[config.mk]
export PLATFORM = sky130hd
export DESIGN_NAME = qpsk_symbol_scheduler_flat
export DESIGN_NICKNAME = d
export VERILOG_FILES = /design/src/rtl/qpsk_symbol_scheduler_if.sv /design/src/rtl/qpsk_symbol_scheduler.sv /design/src/flat_wrapper.sv
export SDC_FILE = /design/constraint.sdc
export NUM_CORES = 1
export LEC_CHECK = 0
export CORE_UTILIZATION = 52
export CTS_CLUSTER_DIAMETER = 100
export CTS_CLUSTER_SIZE = 14
export DETAILED_ROUTE_END_ITERATION = 8
export PLACE_DENSITY = 0.75
export SLEW_MARGIN = 20
export SYNTH_ARGS = -nofsm -noshare
export SYNTH_HDL_FRONTEND = slang
export SYNTH_SLANG_ARGS = --single-unit
[constraint.sdc]
create_clock -name clk -period 1.75 [get_ports clk]
set_clock_uncertainty 0.1 [all_clocks]
set_input_delay 0.2625 -clock clk [delete_from_list [all_inputs] [get_ports clk]]
set_output_delay 0.2625 -clock clk [all_outputs]
set_load 0.01 [all_outputs]
[src/rtl/qpsk_symbol_scheduler_if.sv]
// Payload-bit and mapper-symbol handshakes for the QPSK frame sequencer.
// slave is the sequencer's view; master is the neighbouring stages' view.
interface qpsk_symbol_scheduler_if;
  logic in_bit;
  logic in_valid;
  logic in_ready;
  logic sym_bit1;
  logic sym_bit2;
  logic sym_valid;
  logic sym_ready;
  logic sym_is_pilot;

  modport master (
    output in_bit, in_valid, sym_ready,
    input  in_ready, sym_bit1, sym_bit2, sym_valid, sym_is_pilot
  );

  modport slave (
    input  in_bit, in_valid, sym_ready,
    output in_ready, sym_bit1, sym_bit2, sym_valid, sym_is_pilot
  );
endinterface

[src/rtl/qpsk_symbol_scheduler.sv]
// Frame sequencer ahead of the QPSK mapper: preamble, then payload dibits
// with periodic pilots, delivered through a single-entry output register.
module qpsk_symbol_scheduler #(
  parameter int unsigned PREAMBLE_LEN = 4,
  parameter int unsigned FRAME_SYMS   = 32,
  parameter int unsigned PILOT_PERIOD = 8,
  parameter int unsigned CNT_W        = 8
) (
  input  logic                        clk,
  input  logic                        rst_n,
  input  logic                        start,
  qpsk_symbol_scheduler_if.slave      bus,
  output logic                        busy,
  output logic                        frame_done
);
  typedef enum logic [2:0] {IDLE, PREAMBLE, DATA, PILOT, DRAIN} state_t;

  state_t           state, state_n;
  logic [CNT_W-1:0] p_cnt, p_cnt_n;
  logic [CNT_W-1:0] d_cnt, d_cnt_n;
  logic [CNT_W-1:0] pc_cnt, pc_cnt_n;
  logic             have_first, have_first_n;
  logic             first_bit, first_bit_n;
  logic             out_b1, out_b2, out_pilot, out_valid;
  logic             load, load_b1, load_b2, load_pilot;
  logic             load_ok, accept;

  assign load_ok = !out_valid || bus.sym_ready;

  always_comb begin
    state_n      = state;
    p_cnt_n      = p_cnt;
    d_cnt_n      = d_cnt;
    pc_cnt_n     = pc_cnt;
    have_first_n = have_first;
    first_bit_n  = first_bit;
    load         = 1'b0;
    load_b1      = 1'b0;
    load_b2      = 1'b0;
    load_pilot   = 1'b0;
    accept       = 1'b0;
    frame_done   = 1'b0;
    unique case (state)
      IDLE: begin
        if (start) begin
          state_n      = PREAMBLE;
          p_cnt_n      = '0;
          d_cnt_n      = '0;
          pc_cnt_n     = '0;
          have_first_n = 1'b0;
        end
      end
      PREAMBLE: begin
        if (load_ok) begin
          load       = 1'b1;
          load_b1    = p_cnt[0];
          load_b2    = p_cnt[0];
          load_pilot = 1'b1;
          p_cnt_n    = p_cnt + 1'b1;
          if (p_cnt == CNT_W'(PREAMBLE_LEN - 1)) state_n = DATA;
        end
      end
      DATA: begin
        // The first bit of a pair can always be parked; the second needs room.
        accept = !have_first || load_ok;
        if (bus.in_valid && accept) begin
          if (!have_first) begin
            first_bit_n  = bus.in_bit;
            have_first_n = 1'b1;
          end else begin
            load         = 1'b1;
            load_b1      = first_bit;
            load_b2      = bus.in_bit;
            have_first_n = 1'b0;
            d_cnt_n      = d_cnt + 1'b1;
            if (d_cnt == CNT_W'(FRAME_SYMS - 1)) begin
              state_n = DRAIN;
            end else if (pc_cnt == CNT_W'(PILOT_PERIOD - 1)) begin
              state_n  = PILOT;
              pc_cnt_n = '0;
            end else begin
              pc_cnt_n = pc_cnt + 1'b1;
            end
          end
        end
      end
      PILOT: begin
        if (load_ok) begin
          load       = 1'b1;
          load_pilot = 1'b1;
          state_n    = DATA;
        end
      end
      DRAIN: begin
        if (!out_valid || bus.sym_ready) begin
          frame_done = 1'b1;
          state_n    = IDLE;
        end
      end
      default: state_n = IDLE;
    endcase
  end

  always_ff @(posedge clk or negedge rst_n) begin
    if (!rst_n) begin
      state      <= IDLE;
      p_cnt      <= '0;
      d_cnt      <= '0;
      pc_cnt     <= '0;
      have_first <= 1'b0;
      first_bit  <= 1'b0;
      out_b1     <= 1'b0;
      out_b2     <= 1'b0;
      out_pilot  <= 1'b0;
      out_valid  <= 1'b0;
    end else begin
      state      <= state_n;
      p_cnt      <= p_cnt_n;
      d_cnt      <= d_cnt_n;
      pc_cnt     <= pc_cnt_n;
      have_first <= have_first_n;
      first_bit  <= first_bit_n;
      if (load) begin
        out_b1    <= load_b1;
        out_b2    <= load_b2;
        out_pilot <= load_pilot;
        out_valid <= 1'b1;
      end else if (bus.sym_ready) begin
        out_valid <= 1'b0;
      end
    end
  end

  assign bus.in_ready     = accept;
  assign bus.sym_bit1     = out_b1;
  assign bus.sym_bit2     = out_b2;
  assign bus.sym_is_pilot = out_pilot;
  assign bus.sym_valid    = out_valid;
  assign busy             = (state != IDLE);
endmodule

[src/flat_wrapper.sv]
// flat-port wrapper written by rule: the top's interface ports become plain ports
module qpsk_symbol_scheduler_flat 
#(
  parameter int unsigned PREAMBLE_LEN = 4,
  parameter int unsigned FRAME_SYMS   = 32,
  parameter int unsigned PILOT_PERIOD = 8,
  parameter int unsigned CNT_W        = 8
)
  (clk, rst_n, start, busy, frame_done, bus_in_bit, bus_in_valid, bus_sym_ready, bus_in_ready, bus_sym_bit1, bus_sym_bit2, bus_sym_valid, bus_sym_is_pilot);
  qpsk_symbol_scheduler_if bus_i ();
  input  logic clk;
  input  logic rst_n;
  input  logic start;
  output logic busy;
  output logic frame_done;
  input wire logic [$bits(bus_i.in_bit)-1:0] bus_in_bit;
  input wire logic [$bits(bus_i.in_valid)-1:0] bus_in_valid;
  input wire logic [$bits(bus_i.sym_ready)-1:0] bus_sym_ready;
  output wire logic [$bits(bus_i.in_ready)-1:0] bus_in_ready;
  output wire logic [$bits(bus_i.sym_bit1)-1:0] bus_sym_bit1;
  output wire logic [$bits(bus_i.sym_bit2)-1:0] bus_sym_bit2;
  output wire logic [$bits(bus_i.sym_valid)-1:0] bus_sym_valid;
  output wire logic [$bits(bus_i.sym_is_pilot)-1:0] bus_sym_is_pilot;
  assign bus_i.in_bit = bus_in_bit;
  assign bus_i.in_valid = bus_in_valid;
  assign bus_i.sym_ready = bus_sym_ready;
  assign bus_in_ready = bus_i.in_ready;
  assign bus_sym_bit1 = bus_i.sym_bit1;
  assign bus_sym_bit2 = bus_i.sym_bit2;
  assign bus_sym_valid = bus_i.sym_valid;
  assign bus_sym_is_pilot = bus_i.sym_is_pilot;
  qpsk_symbol_scheduler #(.PREAMBLE_LEN(PREAMBLE_LEN), .FRAME_SYMS(FRAME_SYMS), .PILOT_PERIOD(PILOT_PERIOD), .CNT_W(CNT_W)) u_core (.clk(clk), .rst_n(rst_n), .start(start), .bus(bus_i), .busy(busy), .frame_done(frame_done));
endmodule
==> summary.txt, run 1 <==
Global routing
  – Layer with the highest usage: met2
  – Largest net degree at the start of global routing: 34
  – Grt met3 use: 0.0714
  – Gr ovfl total: 0
  – First-pass GRT wire length: 7200 um
  – Initial antenna violation count: 0
  – Vias in the first global route: 1544
  – Total Routing Usage GR: 0.276
  – Met2 global-route usage: 0.446
  – Met1 usage: 0.348

Drt
  – Routed len/inst: 16.0 um
  – Drt first-iter violations: 97
  – DRC violations left: 0
  – Vias/cell: around 5.6
  – TritonRoute pass-1 iters: 4
  – Via count: 1557
  – Routed wire length: 4480 um
  – Final ANT Viol Nets: 0

STA
  – Setup violators final: 18
  – Pins over their slew limit: 0
  – Slew headroom: 0.701
  – RSZ-0062 raised after global routing: yes
  – Worst-Margin Slew: 0.449 ns
  – Final worst slack: -0.107 ns
  – FMAX: between 500 and 600 MHz
  – Fin Setup TNS: -0.799 ns
  – Fin crit share: 1.06
  – Tmin final: 1.86 ns
  – Fin. Hold Viols: 0

Synth
  – Most frequent cell after synthesis: dfrtp_1
  – Dominant cells by area after synthesis: dfrtp_1 (47%), nor2_1 (4.7%), xor2_1 (3.5%), nand2_1 (3.4%), o21ai_0 (2.3%)
  – Share of the synthesized area in the top cell type: 0.467
  – Ys flop type: dfrtp_1
  – Synth warn: 0
  – Sequential cell area fraction in the yosys report: 0.467
  – Synth Cell Area: between 0.0015 and 0.002 mm2
  – EDFF count, synth: 0
  – Most common library cells after synthesis: dfrtp_1 (33), nor2_1 (22), nand2_1 (16), o21ai_0 (8), xor2_1 (7)
  – FFs w/ async S/R, synth: 1.00
  – Synth cell types: 47
  – Syn Nets: 183
  – Syn avg cell area: between 10 and 15 um2
  – Post-synthesis cell count: about 170
  – Flops & latches, synth: 33
  – Area leader, netlist: dfrtp_1

Placement
  – Port Buf Inserts: 12
  – Placed standard-cell area: between 0.002 and 0.0025 mm2
  – Placement Setup Slack: -0.427 ns
  – Detailed placer's ending HPWL: 2920 um
  – Placed Instances: 259
  – GPL Wtd Cong: 0.803

Hold path
  – Worst hold-check path type: input port to async pin

Setup path
  – Crit Path Max Fanout: 6
  – CP Capture Type: flip-flop
  – Crit path DAT: about 2.0 ns
  – Worst Path Class, Setup: flip-flop to flip-flop
  – Worst Path Required: 1.93 ns
  – CP Launch Type: flip-flop

Final layout
  – Fillers: 207
  – Finished Layout Cells: roughly 280
  – Share of layout cells above drive strength 1: 0.391
  – P&R area growth vs syn: 39.9%
  – Antenna Cells: 0
  – Design Area, Final: 0.00247 mm2
  – Final nets: 243
  – Core Util, Final: 0.790

Power
  – Max VDD drop: 787 uV
  – Cell Int Power: 1.89 mW
  – Logic pwr share: 0.496
  – Seq pwr share: 0.361
  – Sw Pwr: 1.16 mW
  – Sw frac: 0.380
  – Clock share of power: 0.143
  – Cell Pwr Density: 1230 mW/mm2
  – Lkg Pwr: 1.16 nW

Clock network
  – CTS Buffer Depth: 2
  – CTS buffer count: 5
  – H-tree levels: 2
  – Clock root buffer: clkbuf_4
  – Worst skew pair latency: 0.35 ns
  – Hold Buf Count CTS: 0
  – Worst-path clk slew: 0.12 ns
  – # clock sinks: 33
  – CTS tree: done

Die
  – Core region area: 0.00313 mm2
  – I/O pins: 13
  – Die ar.: between 0.003 and 0.004 mm2
  – Die width: 60.3 um
  – Chip Height: 60.3 um
  – FP Rows: 20
  – Starting Density: 0.565

Outcome
  – Status: complete, but fails checks
  – Failing checks: negative setup slack

Flow run
  – Max Cap Viol: 0
[power by group through the flow]
stage / sequential, mW / combinational, mW / clock, mW
floorplan: 1.09 / 0.706 / 0
CTS: 1.10 / 1.38 / 0.443
detailed placement: 1.11 / 1.21 / 0
global placement: 1.09 / 1.16 / 0
global route: 1.12 / 1.64 / 0.479
finish: 1.10 / 1.51 / 0.436
[worst paths after layout]
path	startpoint	slack, ns	to	cells past startpoint
setup / recovery	u_core.state[2]	-0.11	u_core.pc_cnt[4]	6
hold reg to reg	u_core.bus.sym_is_pilot	0.40	u_core.bus.sym_is_pilot	1
hold / removal	rst_n	0.20	u_core.d_cnt[3]	2
setup reg to reg	u_core.state[2]	-0.11	u_core.pc_cnt[4]	6
min in group clk	u_core.bus.sym_is_pilot	0.40	u_core.bus.sym_is_pilot	1
max in group asynchronous	rst_n	1.01	u_core.state[1]	2
[layout by cell type (no fill, tap or decap), types with 3 or more instances in the layout]
master,n
o31ai_2,4
xor2_1,7
buf_2,3
clkdlybuf4s50_1,8
clkbuf_4,5
o21ai_0,6
and3_1,5
nand2b_1,6
nand4_1,5
inv_1,3
and2_1,4
buf_6,8
nand2_2,4
a21oi_1,3
nand3_1,3
dfrtp_1,32
nand2_1,12
xnor2_1,3
buf_4,38
o21ai_1,6
nor3_1,3
nor2_1,21
ha_1,3
[per-layer routing]
metal,vias to the layer above,part of all wire
met4,0,0.019
met2,38,0.50
met5,-,0
met1,764,0.43
li1,746,-
met3,9,0.047
[cell type report]
| class | count | area (um2) | share of cell area |
|---|---|---|---|
| clock buffer | 5 | 37.5 | 0.0152 |
| clock inverter | 3 | 17.5 | 0.00709 |
| inverter | 3 | 11.3 | 0.00456 |
| multi-input combinational | 132 | 1020 | 0.413 |
| sequential | 33 | 827 | 0.335 |
| tap | 44 | 55.1 | 0.0223 |
| timing repair buffer | 59 | 503 | 0.204 |
[critical path, cell delays in order (launching register included)]
cell and delay, ns:
dfrtp_1 0.45, buf_6 0.15, nor3b_4 0.25, o31ai_4 0.11
or3_4 0.45, nand2b_4 0.16, o21ai_2 0.10
[cell families after synthesis]
logic type      count (synthesis)  synth area share
mux                             2            0.0120
flops                          33             0.467
fa+ha+maj                       3            0.0212
xor+xnor                       11            0.0545
simple gates                   83             0.277
buf+inv                         9            0.0276
compound gates                 33             0.140
[sequential cells by signal (all words and copies together) (netlist names)]
signal / cells
u_core.bus.sym_bit1: 1
u_core.bus.sym_bit2: 1
u_core.bus.sym_is_pilot: 1
u_core.bus.sym_valid: 1
u_core.d_cnt: 8
u_core.first_bit: 1
u_core.have_first: 1
u_core.p_cnt: 8
u_core.pc_cnt: 8
u_core.state: 3
[repair_timing]
item | 4_1_cts | 5_1_grt
cloned | 0 | 0
setup buffers | 8 | 5
gates resized for setup | 37 | 10
pin swaps | 13 | 6
endpoints found under the hold margin | 0 | 0
endpoints found under the setup margin | 20 | 28
[metrics by stage]
| step | hold WS, ns | power [mW] |
|---|---|---|
| final | 0.203 | 3.05 |
| after global routing | 0.224 | 3.24 |
| after CTS | 0.200 | 2.92 |
| after detailed placement | 0.375 | 2.32 |
| after global placement | 0.359 | 2.25 |
| after floorplan | -0.133 | 1.80 |
(Power assumes the default switching activity.)
==> run 2: changes to the inputs <==
--- a/config.mk
+++ b/config.mk
@@ -5,10 +5,12 @@
 export SDC_FILE = /design/constraint.sdc
 export NUM_CORES = 1
 export LEC_CHECK = 0
+export CORE_MARGIN = 4
 export CORE_UTILIZATION = 52
 export CTS_CLUSTER_DIAMETER = 100
 export CTS_CLUSTER_SIZE = 14
 export DETAILED_ROUTE_END_ITERATION = 8
+export MAX_ROUTING_LAYER = met4
 export PLACE_DENSITY = 0.75
 export SLEW_MARGIN = 20
 export SYNTH_ARGS = -nofsm -noshare
==> run 2 against run 1 <==
Compared with the run above:
- the flow still finishes with violations (negative setup slack)
- total power is 1.5% higher
- sequential share of layout area is essentially flat
- maximum frequency fell by 0.22%
- register-to-register slack about the same
- routed wire length grew 7.5%
- clock power barely moved
- non-clock buffer count increased by 1
- setup slack lost 0.0042 ns
- clock-buffer cell count did not move
- sequential cell count unchanged
- critical path type unchanged
- critical endpoint unchanged
==> summary.txt, run 2 (synthesis results as in run 1) <==
Outcome
  – Status: complete, but fails checks (unchanged)
  – Failing checks: negative setup slack (unchanged)

Setup path
  – Worst Path Class, Setup: flip-flop to flip-flop (unchanged)
  – Crit-path cells: and4bb_4, nand3_4, or3_4, nand2b_4, o21ai_2 (was buf_6, nor3b_4, o31ai_4, or3_4, nand2b_4, o21ai_2)
  – Worst setup startpoint: u_core.state[2] (unchanged)
  – Worst Path Required: 1.94 ns (was 1.93 ns)
  – Slowest stage delay, CP: 0.51 ns (was 0.45 ns)
  – Crit path max-delay cell type: dfrtp_2 (was dfrtp_1)
  – Critical R2R Launch: u_core.state[2] (unchanged)
  – Crit Path Max Fanout: 8 (was 6)
  – CP Launch Type: flip-flop (unchanged)
  – Top delay family on crit path: simple AND/OR/NAND/NOR gates (unchanged)
  – Crit path DAT: 2.05 ns (was 2.03 ns)
  – Bufs and invs on worst path: 0 (was 1)
  – CP Capture Type: flip-flop (unchanged)

STA
  – Fin. Hold Viols: 0 (unchanged)
  – Slew headroom: 0.693 (was 0.701)
  – Pins over their slew limit: 0 (unchanged)
  – Worst-Margin Slew: 0.460 ns (was 0.449 ns)
  – Fin Setup TNS: -0.802 ns (was -0.799 ns)
  – Final worst slack: -0.111 ns (was -0.107 ns)
  – FMAX: 537 MHz (was 538 MHz)
  – Fin crit share: 1.06 (about the same)
  – RSZ-0062 raised after global routing: yes (unchanged)
  – Tmin final: 1.86 ns (about the same)
  – Setup violators final: 15 (was 18)

Die
  – Die ar.: 0.00439 mm2 (was 0.00363 mm2)
  – Chip Height: 66.3 um (was 60.3 um)
  – FP Rows: 20 (unchanged)
  – I/O pins: 13 (unchanged)
  – Starting Density: 0.560 (was 0.565)
  – Die width: 66.3 um (was 60.3 um)
  – Core region area: 0.00315 mm2 (was 0.00313 mm2)

Clock network
  – Worst-path clk slew: 0.11 ns (was 0.12 ns)
  – Clock root buffer: clkbuf_4 (unchanged)
  – CTS buffer count: 5 (unchanged)
  – H-tree levels: 2 (unchanged)
  – Hold Buf Count CTS: 0 (unchanged)
  – CTS tree: done (unchanged)
  – Worst skew pair latency: 0.35 ns (about the same)
  – CTS Buffer Depth: 2 (unchanged)
  – # clock sinks: 33 (unchanged)

Global routing
  – Vias in the first global route: 1591 (was 1544)
  – Gr ovfl total: 0 (unchanged)
  – Total Routing Usage GR: 0.227 (was 0.276)
  – Largest net degree at the start of global routing: 34 (unchanged)
  – Initial antenna violation count: 0 (unchanged)
  – First-pass GRT wire length: 7220 um (was 7200 um)

Power
  – Lkg Pwr: 1.15 nW (was 1.16 nW)
  – Sw Pwr: 1.20 mW (was 1.16 mW)
  – Seq pwr share: 0.354 (was 0.361)
  – Sw frac: 0.387 (was 0.380)
  – Max VDD drop: 768 uV (was 787 uV)
  – Clock share of power: 0.141 (was 0.143)
  – Cell Pwr Density: 1250 mW/mm2 (was 1230 mW/mm2)
  – Logic pwr share: 0.504 (was 0.496)
  – Cell Int Power: 1.90 mW (was 1.89 mW)
  – Pwr Total: 3.10 mW (was 3.05 mW)

Placement
  – Placed Instances: 262 (was 259)
  – Port Buf Inserts: 12 (unchanged)
  – GPL Wtd Cong: 0.857 (was 0.803)
  – Detailed placer's ending HPWL: 2970 um (was 2920 um)

Drt
  – Final ANT Viol Nets: 0 (unchanged)
  – TritonRoute pass-1 iters: 7 (was 4)
  – Via count: 1627 (was 1557)
  – Routed len/inst: 17.2 um (was 16.0 um)
  – DRC violations left: 0 (unchanged)
  – Vias/cell: 5.81 (was 5.58)
  – Drt first-iter violations: 110 (was 97)
  – Routed wire length: 4810 um (was 4480 um)

Flow run
  – Max Cap Viol: 0 (unchanged)

Final layout
  – Top flop regs: u_core.d_cnt (8), u_core.p_cnt (8), u_core.pc_cnt (8) (unchanged)
  – Fillers: 209 (was 207)
  – Final nets: 244 (was 243)
  – Finished Layout Cells: 280 (was 279)
  – Antenna Cells: 0 (unchanged)
  – Most frequent cells in the layout: buf_4 (42), dfrtp_1 (32), nor2_1 (19), nand2_1 (15), clkdlybuf4s50_1 (8) (was buf_4 (38), dfrtp_1 (32), nor2_1 (21), nand2_1 (12))
  – P&R area growth vs syn: 40.0% (was 39.9%)
  – Share of layout cells above drive strength 1: 0.398 (was 0.391)
  – Commonest non-fill, non-tap cell in the layout: buf_4 (unchanged)

Hold path
  – Worst hold-check path type: input port to async pin (unchanged)
==> run 2: stage by stage <==
step	setup slack (ns)	hold slack (ns)	area, um2	utilization
after floorplan	-0.0852	-0.133	1810	-
after global placement	-0.439	0.368	2210	0.702
after detailed placement	-0.446	0.380	2210	0.702
after CTS	-0.0762	0.239	2320	0.735
after global routing	-0.169	0.321	2470	0.785
final	-0.111	0.288	2470	0.785
==> run 2: what timing repair did <==
action / CTS / global route
endpoints found under the hold margin: 0 / 0
setup buffers: 3 / 7
pin swaps: 5 / 13
resized for setup: 24 / 25
setup endpoints to repair: 21 / 27
==> run 2: layout make-up <==
type                            count  area [um2]  area share
Clock inverter                      3        17.5     0.00708
Sequential cell                    33         827       0.334
Multi-Input combinational cell    132        1030       0.418
Inverter                            3        11.3     0.00455
Clock buffer                        5        37.5      0.0152
Tap cell                           44        55.1      0.0223
Timing Repair Buffer               60         490       0.198
==> run 2: worst register-to-register path: stages (launching register included) <==
cell      delay (ns)
dfrtp_2         0.51
and4bb_4        0.41
nand3_4         0.11
or3_4           0.41
nand2b_4        0.16
o21ai_2         0.10
==> run 2: worst paths after layout <==
path,to,slack [ns],cells after the start
worst min-delay path,u_core.bus.sym_bit2,0.29,2
worst max register to register,u_core.pc_cnt[4],-0.11,5
min in group clk,u_core.first_bit,0.43,1
worst min register to register,u_core.first_bit,0.43,1
max in group asynchronous,u_core.state[2],0.94,2
worst max-delay path,u_core.pc_cnt[4],-0.11,5
==> run 2: per-layer routing <==
layer	wire length (um)	GRT usage	up-vias
li1	-	-	745
met1	1960	0.255	828
met2	2540	0.394	46
met3	220	0.0510	8
met4	87	0.0787	0
met5	0	-	-
==> run 2: power groups by stage <==
stage	Clock (mW)	Combinational, mW	Sequential [mW]
floorplan	0	0.706	1.09
global placement	0	1.20	1.08
finish	0.437	1.56	1.10
CTS	0.436	1.34	1.07
detailed placement	0	1.27	1.09
global route	0.478	1.69	1.12
==> run 3: changes to the inputs <==
--- a/config.mk
+++ b/config.mk
@@ -5,7 +5,7 @@
 export SDC_FILE = /design/constraint.sdc
 export NUM_CORES = 1
 export LEC_CHECK = 0
-export CORE_MARGIN = 4
+export CORE_MARGIN = 5
 export CORE_UTILIZATION = 52
 export CTS_CLUSTER_DIAMETER = 100
 export CTS_CLUSTER_SIZE = 14
==> run 3 against run 2 <==
Compared with the run above:
- the run still ends with negative setup slack left
- routed wire length is 8.3% lower
- final cell count shrank 0.36%
- critical path depth did not move
- worst hold slack lost 0.076 ns
- non-clock buffer count shrank 3
- sequential power is essentially flat
- total power decreased by 1.5%
- final area fell by 1.2%
- clock-buffer cell count increased by 2
- clock power up 11%
- critical path type unchanged
- critical endpoint unchanged
==> summary.txt, run 3 (synthesis results as in run 1) <==
Clock network
  – # clock sinks: 33 (unchanged)
  – Worst skew pair latency: 0.34 ns (was 0.35 ns)
  – Worst-path clk slew: 0.11 ns (about the same)
  – CTS buffer count: 5 (unchanged)
  – H-tree levels: 2 (unchanged)
  – CTS Buffer Depth: 2 (unchanged)
  – CTS tree: done (unchanged)
  – Clock root buffer: clkbuf_4 (unchanged)
  – Hold Buf Count CTS: 0 (unchanged)

Outcome
  – Status: complete, but fails checks (unchanged)
  – Failing checks: negative setup slack (unchanged)

Global routing
  – Largest net degree at the start of global routing: 34 (unchanged)
  – Initial antenna violation count: 0 (unchanged)
  – Vias in the first global route: 1573 (was 1591)
  – First-pass GRT wire length: 6790 um (was 7220 um)
  – Gr ovfl total: 0 (unchanged)
  – Total Routing Usage GR: 0.204 (was 0.227)

Die
  – Core region area: 0.00331 mm2 (was 0.00315 mm2)
  – Die width: 68.3 um (was 66.3 um)
  – Die ar.: 0.00466 mm2 (was 0.00439 mm2)
  – Starting Density: 0.534 (was 0.560)
  – Chip Height: 68.3 um (was 66.3 um)
  – I/O pins: 13 (unchanged)
  – FP Rows: 21 (was 20)

Drt
  – Routed len/inst: 15.8 um (was 17.2 um)
  – Metal3 WL: 212 um (was 220 um)
  – Metal2 WL: 2340 um (was 2540 um)
  – Routed wire length: 4410 um (was 4810 um)
  – DRC violations left: 0 (unchanged)
  – Drt first-iter violations: 115 (was 110)
  – Metal-1 WL: 1740 um (was 1960 um)
  – Vias/cell: 5.61 (was 5.81)
  – Final ANT Viol Nets: 0 (unchanged)
  – Highest Signal Layer: met4 (unchanged)
  – TritonRoute pass-1 iters: 5 (was 7)
  – Via count: 1565 (was 1627)

Final layout
  – Share of layout cells above drive strength 1: 0.386 (was 0.398)
  – Fillers: 225 (was 209)
  – Commonest non-fill, non-tap cell in the layout: buf_4 (unchanged)
  – Most frequent cells in the layout: buf_4 (39), dfrtp_1 (32), nor2_1 (19), nand2_1 (15), clkdlybuf4s50_1 (8) (was buf_4 (42), dfrtp_1 (32), nor2_1 (19), nand2_1 (15), clkdlybuf4s50_1 (8))
  – Top flop regs: u_core.d_cnt (8), u_core.p_cnt (8), u_core.pc_cnt (8) (unchanged)
  – Antenna Cells: 0 (unchanged)
  – Final nets: 241 (was 244)
  – Design Area, Final: 0.00244 mm2 (was 0.00247 mm2)
  – P&R area growth vs syn: 38.3% (was 40.0%)

Setup path
  – Worst reg2reg path depth: 5 (unchanged)
  – Crit Path Max Fanout: 6 (was 8)
  – Crit path max-delay cell type: or4_4 (was dfrtp_2)
  – Bufs and invs on worst path: 0 (unchanged)
  – Crit path DAT: 1.94 ns (was 2.05 ns)
  – WP depth: 5 (unchanged)
  – Crit-path cells: or4_4, o31ai_4, or3_4, nand2b_4, o21ai_2 (was and4bb_4, nand3_4, or3_4, nand2b_4, o21ai_2)
  – Top delay family on crit path: simple AND/OR/NAND/NOR gates (unchanged)
  – Slowest stage delay, CP: 0.55 ns (was 0.51 ns)
  – CP Capture Type: flip-flop (unchanged)
  – CP Launch Type: flip-flop (unchanged)
  – Worst Path Required: 1.87 ns (was 1.94 ns)
  – Worst Path Class, Setup: flip-flop to flip-flop (unchanged)

STA
  – RSZ-0062 raised after global routing: yes (unchanged)
  – Tmin final: 1.82 ns (was 1.86 ns)
  – Slew headroom: 0.716 (was 0.693)
  – Pins over their slew limit: 0 (unchanged)
  – Setup violators final: 13 (was 15)
  – FMAX: 550 MHz (was 537 MHz)
  – Worst hold slack: 0.212 ns (was 0.288 ns)
  – Fin. Hold Viols: 0 (unchanged)
  – Fin Setup TNS: -0.297 ns (was -0.802 ns)
  – Final worst slack: -0.0666 ns (was -0.111 ns)
  – Worst-Margin Slew: 0.425 ns (was 0.460 ns)
  – Fin crit share: 1.04 (was 1.06)

Placement
  – Placed standard-cell area: 0.00220 mm2 (was 0.00221 mm2)
  – GPL Wtd Cong: 0.862 (was 0.857)
  – Detailed placer's ending HPWL: 2980 um (was 2970 um)
  – Port Buf Inserts: 12 (unchanged)

Power
  – Cell Pwr Density: 1250 mW/mm2 (about the same)
  – Lkg Pwr: 1.13 nW (was 1.15 nW)
  – Max VDD drop: 749 uV (was 768 uV)

Hold path
  – Worst hold-check path type: input port to async pin (unchanged)

Flow run
  – Max Cap Viol: 0 (unchanged)
[run 3: worst paths after layout]
check	start	to	slack [ns]
max	u_core.pc_cnt[4]	u_core.pc_cnt[4]	-0.07
min	rst_n	u_core.bus.sym_valid	0.21
max reg2reg	u_core.pc_cnt[4]	u_core.pc_cnt[4]	-0.07
min reg2reg	u_core.bus.sym_is_pilot	u_core.bus.sym_is_pilot	0.39
max in group asynchronous	rst_n	u_core.state[2]	1.00
min in group clk	u_core.bus.sym_is_pilot	u_core.bus.sym_is_pilot	0.39
[run 3: area by class of cell]
| class | count | area [um2] | share of cell area |
|---|---|---|---|
| Multi-Input combinational cell | 132 | 1000 | 0.411 |
| Sequential cell | 33 | 827 | 0.338 |
| Timing Repair Buffer | 57 | 474 | 0.194 |
| Clock buffer | 7 | 65.1 | 0.0266 |
| Tap cell | 46 | 57.6 | 0.0236 |
| Inverter | 3 | 11.3 | 0.00461 |
| Clock inverter | 1 | 5.00 | 0.00205 |
[run 3: layer usage]
metal / vias up / GRT usage
met5: - / -
met4: 0 / 0.0794
met3: 15 / 0.0525
met2: 38 / 0.355
met1: 773 / 0.221
li1: 739 / -
[run 3: what timing repair did]
action | CTS | global route
gates resized for setup | 21 | 25
setup buffers | 3 | 6
endpoints found under the setup margin | 19 | 26
pin swaps | 6 | 10
[run 3: report_power, final]
part / internal, mW / switching, mW
combinational: 0.774 / 0.698
clock: 0.233 / 0.251
sequential: 0.934 / 0.160
total: 1.94 / 1.11
[run 3: through the flow]
step	setup slack, ns	power (mW)	instances	utilization
6_report	-0.0666	3.05	279	0.738
4_1_cts	-0.0655	2.89	273	0.699
5_1_grt	-0.125	3.26	279	0.738
3_5_place_dp	-0.460	2.34	262	0.665
2_1_floorplan	-0.0852	1.80	174	-
3_3_place_gp	-0.424	2.27	262	0.665
